**src/rtl/uninasoc_pkg.sv**
```systemverilog
// uninasoc_pkg: SoC-wide constants, including irq_ctrl register offsets and ID type
package uninasoc_pkg;
  localparam int NUM_IRQ = 3;
  localparam int IRQ_CTRL_PENDING_OFF  = 'h00;
  localparam int IRQ_CTRL_ENABLE_OFF   = 'h04;
  localparam int IRQ_CTRL_MODE_OFF     = 'h08;
  localparam int IRQ_CTRL_CLAIM_OFF    = 'h0C;
  localparam int IRQ_CTRL_COMPLETE_OFF = 'h10;
  localparam int IRQ_CTRL_INSERV_OFF   = 'h14;
  typedef logic [4:0] irq_id_t;
endpackage

```
**src/rtl/irq_sync.sv**
```systemverilog
// irq_sync: N-stage resettable synchroniser, wire-through when N = 0
module irq_sync #(
  parameter int W = 1,
  parameter int N = 2
) (
  input  logic         clk,
  input  logic         rst,
  input  logic [W-1:0] i_d,
  output logic [W-1:0] o_q
);
  if (N == 0) begin : g_bypass
    assign o_q = i_d;
  end else begin : g_chain
    logic [W-1:0] r_stage [N];
    always_ff @(posedge clk) begin
      if (rst) begin
        for (int j = 0; j < N; j++) r_stage[j] <= '0;
      end else begin
        r_stage[0] <= i_d;
        for (int j = 1; j < N; j++) r_stage[j] <= r_stage[j-1];
      end
    end
    assign o_q = r_stage[N-1];
  end
endmodule

```
**src/rtl/irq_ctrl.sv**
```systemverilog
// irq_ctrl: per-source enable/mode/pending with lowest-index claim/complete,
// single-cycle register port and a registered core interrupt.
module irq_ctrl
  import uninasoc_pkg::*;
#(
  parameter int NUM_SRC     = NUM_IRQ,
  parameter int SYNC_STAGES = 2,
  parameter int ADDR_W      = 5
) (
  input  logic               sys_clock_i,
  input  logic               sys_reset_i,
  input  logic [NUM_SRC-1:0] irq_src_i,
  input  logic               reg_req_i,
  input  logic               reg_we_i,
  input  logic [ADDR_W-1:0]  reg_addr_i,
  input  logic [31:0]        reg_wdata_i,
  output logic [31:0]        reg_rdata_o,
  output logic               reg_ready_o,
  output logic               irq_o
);
  localparam int WW = ADDR_W - 2;
  logic [NUM_SRC-1:0] w_sync, r_prev, r_pending, r_enable, r_mode, r_inserv;
  logic [NUM_SRC-1:0] w_rise, w_elig, w_claim_set, w_cmp_clr, w_pend_clr, w_pend_nxt;
  logic [WW-1:0] w_word;
  logic w_rd, w_wr, w_claim, w_unused;
  logic w_sel_pend, w_sel_en, w_sel_mode, w_sel_claim, w_sel_cmp, w_sel_ins;
  irq_id_t w_id;
  logic [31:0] w_rdata;

  irq_sync #(.W(NUM_SRC), .N(SYNC_STAGES)) u_sync (
    .clk(sys_clock_i),
    .rst(sys_reset_i),
    .i_d(irq_src_i),
    .o_q(w_sync)
  );

  assign w_unused    = ^reg_addr_i[1:0];
  assign w_word      = reg_addr_i[ADDR_W-1:2];
  assign w_rd        = reg_req_i & ~reg_we_i;
  assign w_wr        = reg_req_i & reg_we_i;
  assign w_sel_pend  = w_word == WW'(IRQ_CTRL_PENDING_OFF >> 2);
  assign w_sel_en    = w_word == WW'(IRQ_CTRL_ENABLE_OFF >> 2);
  assign w_sel_mode  = w_word == WW'(IRQ_CTRL_MODE_OFF >> 2);
  assign w_sel_claim = w_word == WW'(IRQ_CTRL_CLAIM_OFF >> 2);
  assign w_sel_cmp   = w_word == WW'(IRQ_CTRL_COMPLETE_OFF >> 2);
  assign w_sel_ins   = w_word == WW'(IRQ_CTRL_INSERV_OFF >> 2);

  assign w_rise = w_sync & ~r_prev;
  assign w_elig = r_pending & r_enable & ~r_inserv;

  always_comb begin
    w_id = '0;
    for (int i = NUM_SRC - 1; i >= 0; i--) if (w_elig[i]) w_id = irq_id_t'(i + 1);
  end

  assign w_claim = w_rd & w_sel_claim & (w_id != '0);

  always_comb begin
    w_claim_set = '0;
    w_cmp_clr   = '0;
    for (int i = 0; i < NUM_SRC; i++) begin
      w_claim_set[i] = w_claim && w_id == irq_id_t'(i + 1);
      w_cmp_clr[i]   = w_wr && w_sel_cmp && reg_wdata_i == 32'(i + 1);
    end
  end

  // a fresh edge outranks W1C/claim so it is never lost; level bits just track the line
  assign w_pend_clr = (w_wr & w_sel_pend ? reg_wdata_i[NUM_SRC-1:0] : '0) | w_claim_set;
  assign w_pend_nxt = (r_mode & ((r_pending & ~w_pend_clr) | w_rise)) | (~r_mode & w_sync);

  assign w_rdata = w_sel_pend  ? 32'(r_pending) :
                   w_sel_en    ? 32'(r_enable)  :
                   w_sel_mode  ? 32'(r_mode)    :
                   w_sel_claim ? 32'(w_id)      :
                   w_sel_ins   ? 32'(r_inserv)  : '0;

  always_ff @(posedge sys_clock_i) begin
    if (sys_reset_i) begin
      r_prev      <= '0;
      r_pending   <= '0;
      r_enable    <= '0;
      r_mode      <= '0;
      r_inserv    <= '0;
      irq_o       <= 1'b0;
      reg_ready_o <= 1'b0;
      reg_rdata_o <= '0;
    end else begin
      r_prev      <= w_sync;
      r_pending   <= w_pend_nxt;
      r_enable    <= w_wr & w_sel_en ? reg_wdata_i[NUM_SRC-1:0] : r_enable;
      r_mode      <= w_wr & w_sel_mode ? reg_wdata_i[NUM_SRC-1:0] : r_mode;
      r_inserv    <= (r_inserv | w_claim_set) & ~w_cmp_clr;
      irq_o       <= |w_elig;
      reg_ready_o <= reg_req_i;
      reg_rdata_o <= w_rd ? w_rdata : '0;
    end
  end
endmodule

```
**config.mk**
```make
export PLATFORM = sky130hd
export DESIGN_NAME = irq_ctrl
export DESIGN_NICKNAME = d
export VERILOG_FILES = /design/src/rtl/uninasoc_pkg.sv /design/src/rtl/irq_sync.sv /design/src/rtl/irq_ctrl.sv
export SDC_FILE = /design/constraint.sdc
export NUM_CORES = 1
export LEC_CHECK = 0
export BUFFER_PORTS_ARGS = -buffer_cell sky130_fd_sc_hd__buf_4
export CELL_PAD_IN_SITES_DETAIL_PLACEMENT = 1
export CELL_PAD_IN_SITES_GLOBAL_PLACEMENT = 1
export CORE_MARGIN = 3
export CORE_UTILIZATION = 31
export DETAILED_ROUTE_END_ITERATION = 8
export GPL_TIMING_DRIVEN = 0
export PLACE_DENSITY_LB_ADDON = 0.3
export SYNTH_ARGS = -nofsm -noshare
export SYNTH_HDL_FRONTEND = slang
export SYNTH_HIERARCHICAL = 1
export SYNTH_SLANG_ARGS = --single-unit
```
**constraint.sdc**
```tcl
create_clock -name sys_clock_i -period 1.8 [get_ports sys_clock_i]
set_input_delay 0.09 -clock sys_clock_i [delete_from_list [all_inputs] [get_ports sys_clock_i]]
set_output_delay 0.09 -clock sys_clock_i [all_outputs]
set_load 0.1 [all_outputs]
```
Yosys cells after proc, flatten, opt, wreduce, memory -nomap -nowiden
Memory sizes are Yosys's and may differ from the RTL's.
Cells that the tools add are included.
Widths: inputs -> output; s select.
{"block": "word_totals", "register_bits": 49, "ramBits": 6, "input_bits": 44, "output_inout_bits": 34, "n_memories": 1}
{"block": "op_classes", "n_eq_ne": 11, "mux": 14, "n_bitwise": 27, "reduce_logical": 13}
{"name": "u_sync.g_chain.r_stage", "depth": 2, "word_bits": 3, "read_ports": 2, "rd_clocked_by_memory_dff": 0, "write_ports": 2, "line_no": "irq_sync.sv:14", "text": "logic [W-1:0] r_stage [N];"}
{"cell": "$eq 32x2->1 const B", "count": 2}
{"cell": "$eq 32x1->1 const B", "count": 1}
{"cell": "$and 3x3->3", "count": 7}
{"cell": "$mux 3", "count": 7}
{"cell": "$mux 5", "count": 3}
{"cell": "$not 3->3", "count": 5}
{"cell": "$or 3x3->3", "count": 4}
{"cell": "$eq 5x2->1 const B", "count": 2}
{"cell": "$and 1x1->1", "count": 7}
{"cell": "$logic_and 1x1->1", "count": 7}
{"cell": "$eq 3x2->1 const B", "count": 2}
{"cell": "$eq 3x3->1 const B", "count": 2}
{"cell": "$reduce_or 6->1", "count": 1}
{"cell": "$eq 5x1->1 const B", "count": 1}
{"cell": "$reduce_bool 5->1", "count": 1}
{"cell": "$reduce_or 5->1", "count": 1}
{"cell": "$eq 3x1->1 const B", "count": 1}
{"cell": "$logic_not 3->1", "count": 1}
{"cell": "$mux 1", "count": 3}
{"cell": "$reduce_or 3->1", "count": 1}
{"cell": "$mux 2", "count": 1}
{"cell": "$not 1->1", "count": 2}
{"cell": "$or 1x1->1", "count": 2}
{"cell": "$reduce_or 2->1", "count": 1}

Longest topological paths before layout
{"block": "depth", "depth_word": 14, "ltp_mapped": 5, "depth_no_buf": 4}

Cells and area by module
Netlist, hierarchy kept.
{"module": "irq_ctrl", "n_inst": 1, "cells_each": 150, "area_per_inst_um2": 1257.5, "seq_area_each_um2": 400.4}
{"module": "irq_sync", "n_inst": 1, "cells_each": 15, "area_per_inst_um2": 180.2, "seq_area_each_um2": 120.1}

Worst setup path before layout
Ideal clock, no wire load.
{"block": "synth_timing", "path_kind": "register to register", "startpoint": "register r_inserv[0]", "endpoint": "register r_pending[1]", "setup_ps": 117, "arrival_ps": 1143, "t_required_ps": 1683, "setup_slack_ps": 540, "stages_incl_launch_ff": 5, "synth_period_minus_slack_ps": 1260, "cell_sequence": "dfxtp_1 > and3b_1 > nor3b_1 > nand2_1 > a22o_1"}
{"block": "synth_between", "elab_chain_len": 12, "elab_cells_between_ends": 13}
{"item": "start: declaration", "line_no": "irq_ctrl.sv:22", "text": "logic [NUM_SRC-1:0] w_sync, r_prev, r_pending, r_enable, r_mode, r_inserv;"}
{"item": "start signal: assignment", "line_no": "irq_ctrl.sv:92", "text": "r_inserv <= (r_inserv | w_claim_set) & ~w_cmp_clr;"}
{"item": "$not 3->3 (*)", "line_no": "irq_ctrl.sv:49", "text": "assign w_elig = r_pending & r_enable & ~r_inserv;"}
{"item": "$and 3x3->3 (*)", "line_no": "irq_ctrl.sv:49"}
{"item": "$mux 5 (*)", "line_no": "irq_ctrl.sv:53", "text": "for (int i = NUM_SRC - 1; i >= 0; i--) if (w_elig[i]) w_id = irq_id_t'(i + 1);"}
{"item": "$reduce_bool 5->1", "line_no": "irq_ctrl.sv:56", "text": "assign w_claim = w_rd & w_sel_claim & (w_id != '0);"}
{"item": "$and 1x1->1", "line_no": "irq_ctrl.sv:56"}
{"item": "$logic_and 1x1->1 (*)", "line_no": "irq_ctrl.sv:62", "text": "w_claim_set[i] = w_claim && w_id == irq_id_t'(i + 1);"}
{"item": "$or 3x3->3 (*)", "line_no": "irq_ctrl.sv:68", "text": "assign w_pend_clr = (w_wr & w_sel_pend ? reg_wdata_i[NUM_SRC-1:0] : '0) | w_claim_set;"}
{"item": "$not 3->3 (*)", "line_no": "irq_ctrl.sv:69", "text": "assign w_pend_nxt = (r_mode & ((r_pending & ~w_pend_clr) | w_rise)) | (~r_mode & w_sync);"}
{"item": "$and 3x3->3 (*)", "line_no": "irq_ctrl.sv:69"}
{"item": "$or 3x3->3 (*)", "line_no": "irq_ctrl.sv:69"}
{"item": "$and 3x3->3 (*)", "line_no": "irq_ctrl.sv:69"}
{"item": "$or 3x3->3 (*)", "line_no": "irq_ctrl.sv:69"}
{"item": "end signal: assignment", "line_no": "irq_ctrl.sv:89", "text": "r_pending <= w_pend_nxt;"}
{"item": "end: declaration", "line_no": "irq_ctrl.sv:22"}
Every way passes the cells marked *; elsewhere a longest branch is shown, timed or not.
A chain may end at the register's enable or synchronous reset.

Worst setup path in the final report
{"block": "layout_timing", "startpoint": "register r_inserv[0]", "endpoint": "register r_pending[2]"}
Same word-level chain as after synthesis.

==> results.json <==
{
  "num_rows": 24,
  "clk_path_buf_depth": 2,
  "dr_total_vias": 1306,
  "power_density_mw_per_mm2": 770,
  "finalHoldViolCount": 0,
  "cts.hold.buffers_added": 0,
  "die_x_um": 74.1,
  "via_per_inst": 4.44,
  "drt_iter0_markers": 56,
  "worst_ir_drop_vdd_uv": 579,
  "p_leak_nw": 0.985,
  "wl_per_cell_um": 12.9,
  "worstPathCellList": "and3b_1, nor3b_1, nand2_1, a22o_1",
  "worstSetupPathType": "flip-flop to flip-flop",
  "ys_seq_area_share_pct": 36.2,
  "clk_latency_ns": 0.27,
  "detail-route-antenna-nets": 0,
  "cp-end-kind": "flip-flop",
  "numPortBuffers": 45,
  "grt_pass1_wl_um": 6280,
  "critPathArrivalTime_ns": 1.73,
  "timing.final.crit_period_ns": 1.56,
  "ys.warnings.count": 6,
  "globalplace.congestion": 0.798,
  "synthArstFlopShare_pct": 0,
  "clock_sinks": 26,
  "hold_path_class": "primary input to flip-flop",
  "fin_crit_sh_pct": 86.4,
  "synth_ff_type": "dfxtp_1",
  "grt_setup_unrepaired": "no",
  "grt_pass1_vias": 1260,
  "status": "finished clean",
  "grt_usage_pct": 14.8,
  "synth_top_cell_by_area": "dfxtp_1",
  "placed_area_mm2": 0.00195,
  "dieHeight_um": 74.1,
  "max_stage_delay_ns": 0.45,
  "cts_tree": "yes",
  "path_delay_family": "simple AND/OR/NAND/NOR gates",
  "cp_slowest_cell": "nor3b_1",
  "dpl.hpwl_um": 3160,
  "antenna_cells": 0,
  "ys_types": 41,
  "clk_pin_slew_ns": 0.09,
  "drv_cap": 0,
  "synthesis.area_mm2": 0.00144,
  "grt_max_degree": 16,
  "ios": 78,
  "cts_root_buf": "clkbuf_8",
  "drc": 0,
  "post-route-util_pct": 45.7,
  "synth_cells": 165,
  "synthTopCellsByArea": "dfxtp_1 (36%), buf_4 (17%), nor2b_1 (5.2%)",
  "core_area_mm2": 0.00441,
  "required_ns": 1.97,
  "avgSynthCellArea_um2": 8.71,
  "synth_edf_count": 0,
  "grt_remaining_overflow": 0,
  "yosys_register_bits": 26,
  "path_max_fanout": 4,
  "cts_inserted_buffers": 3,
  "skew_ns": 0.00163,
  "netlist.area_leader.share_pct": 36.2,
  "initial_core_util_pct": 32.6,
  "post_cts_buffers": 0,
  "nets": 287,
  "totalWireLength_um": 3790,
  "crit_buf_inv": 0,
  "maxSlewViolCount": 0,
  "fp.dieArea_mm2": 0.00549,
  "start_kind": "flip-flop",
  "worst_slew_pin_slew_ns": 0.618,
  "antenna_found_initial": 0,
  "cts-htree-levels": 1,
  "report.final.setup_viol": 0,
  "cts_resized": 0,
  "final_layout_size_suffix_gt1_share_pct": 35.1,
  "relSlewSlack_pct": 58.7,
  "tns_ns": 0,
  "max_freq_mhz": 643,
  "stdcell_area_mm2": 0.00202,
  "dr.pass1.iters": 4,
  "syn_to_final_growth_pct": 40.3
}
==> layout by cell type (no fill, tap or decap), drive strengths merged, types with 3 or more instances in the layout <==
| cell | n |
|---|---|
| buf | 79 |
| inv | 6 |
| nor2 | 11 |
| dfxtp | 26 |
| clkbuf | 5 |
| nand3b | 4 |
| nand2 | 9 |
| nor4 | 7 |
| nor2b | 12 |
| mux2i | 6 |
| a211oi | 5 |
| a21oi | 3 |
| nor3 | 3 |
| conb | 29 |
| nand4 | 3 |
| nand2b | 5 |
==> metrics by stage <==
stage	instances	total power [mW]	hold WS [ns]	worst slack, ns
floorplan	193	0.983	0.162	0.540
global placement	290	1.08	0.301	0.234
detailed placement	290	1.08	0.309	0.277
CTS	294	1.57	0.0163	0.263
global route	294	1.62	0.0142	0.0745
finish	294	1.55	0.0230	0.245
==> cells in the mapped netlist (2+ instances only) <==
library cell  instances
a21oi_1               3
inv_1                 6
a211oi_1              5
and3b_1               2
a21o_1                2
nor4_1                6
mux2i_1               6
buf_4                32
nand2b_1              5
nor3b_1               2
and4_1                2
nor2b_1              12
clkbuf_1              2
nand2_1               9
nand3b_1              4
nor3_1                3
buf_2                 2
nor2_1               11
a22o_1                2
dfxtp_1              26
nand4_1               3
==> per-layer routing <==
metal	up-vias	share of wire (%)	routed length, um	track usage (%)
met4	0	0.32	12	1.21
met3	2	4.4	166	3.24
met5	-	0	0	0
li1	668	-	-	-
met2	28	49	1860	24.5
met1	608	46	1740	20.5
==> final cells by class <==
| cell class | instances | area, um2 |
|---|---|---|
| flip-flops and latches | 26 | 520 |
| clock inverters | 1 | 30.0 |
| repair buffers | 45 | 338 |
| clock buffers | 3 | 41.3 |
| fillers | 554 | 2400 |
| well taps | 52 | 65.1 |
| inverters | 6 | 22.5 |
| plain buffers | 36 | 258 |
| multi-input cells | 125 | 742 |
==> sequential cells by signal, indices dropped and copies added, names as in the netlist <==
signal	count
r_prev	3
r_enable	3
irq_o	1
reg_ready_o	1
u_sync/g_chain.r_stage	6
r_inserv	3
r_mode	3
reg_rdata_o	3
r_pending	3
==> worst paths after layout <==
path | slack (ns) | endpoint | startpoint | cells after the start
worst max-delay path | 0.24 | r_pending[2] | r_inserv[0] | 4
worst min-delay path | 0.02 | u_sync/g_chain.r_stage[0][2] | irq_src_i[2] | 2
worst max register to register | 0.24 | r_pending[2] | r_inserv[0] | 4
worst min register to register | 0.45 | u_sync/g_chain.r_stage[0][4] | u_sync/g_chain.r_stage[0][1] | 1
==> power breakdown <==
part	switching, mW	leakage (nW)	total (mW)	internal (mW)
logic	0.344	0.737	0.474	0.131
registers	0.00566	0.212	0.594	0.588
clock network	0.188	0.0357	0.485	0.298
total	0.537	0.985	1.55	1.02
==> cell families after synthesis <==
| logic type | after synthesis | synth area share, % |
|---|---|---|
| compound gates | 22 | 11.5 |
| buf+inv | 42 | 19.5 |
| flops | 26 | 36.2 |
| mux | 7 | 4.96 |
| other cells | 1 | 0.261 |
| simple gates | 67 | 27.6 |
Note: power is estimated with default switching activity, not from simulation.
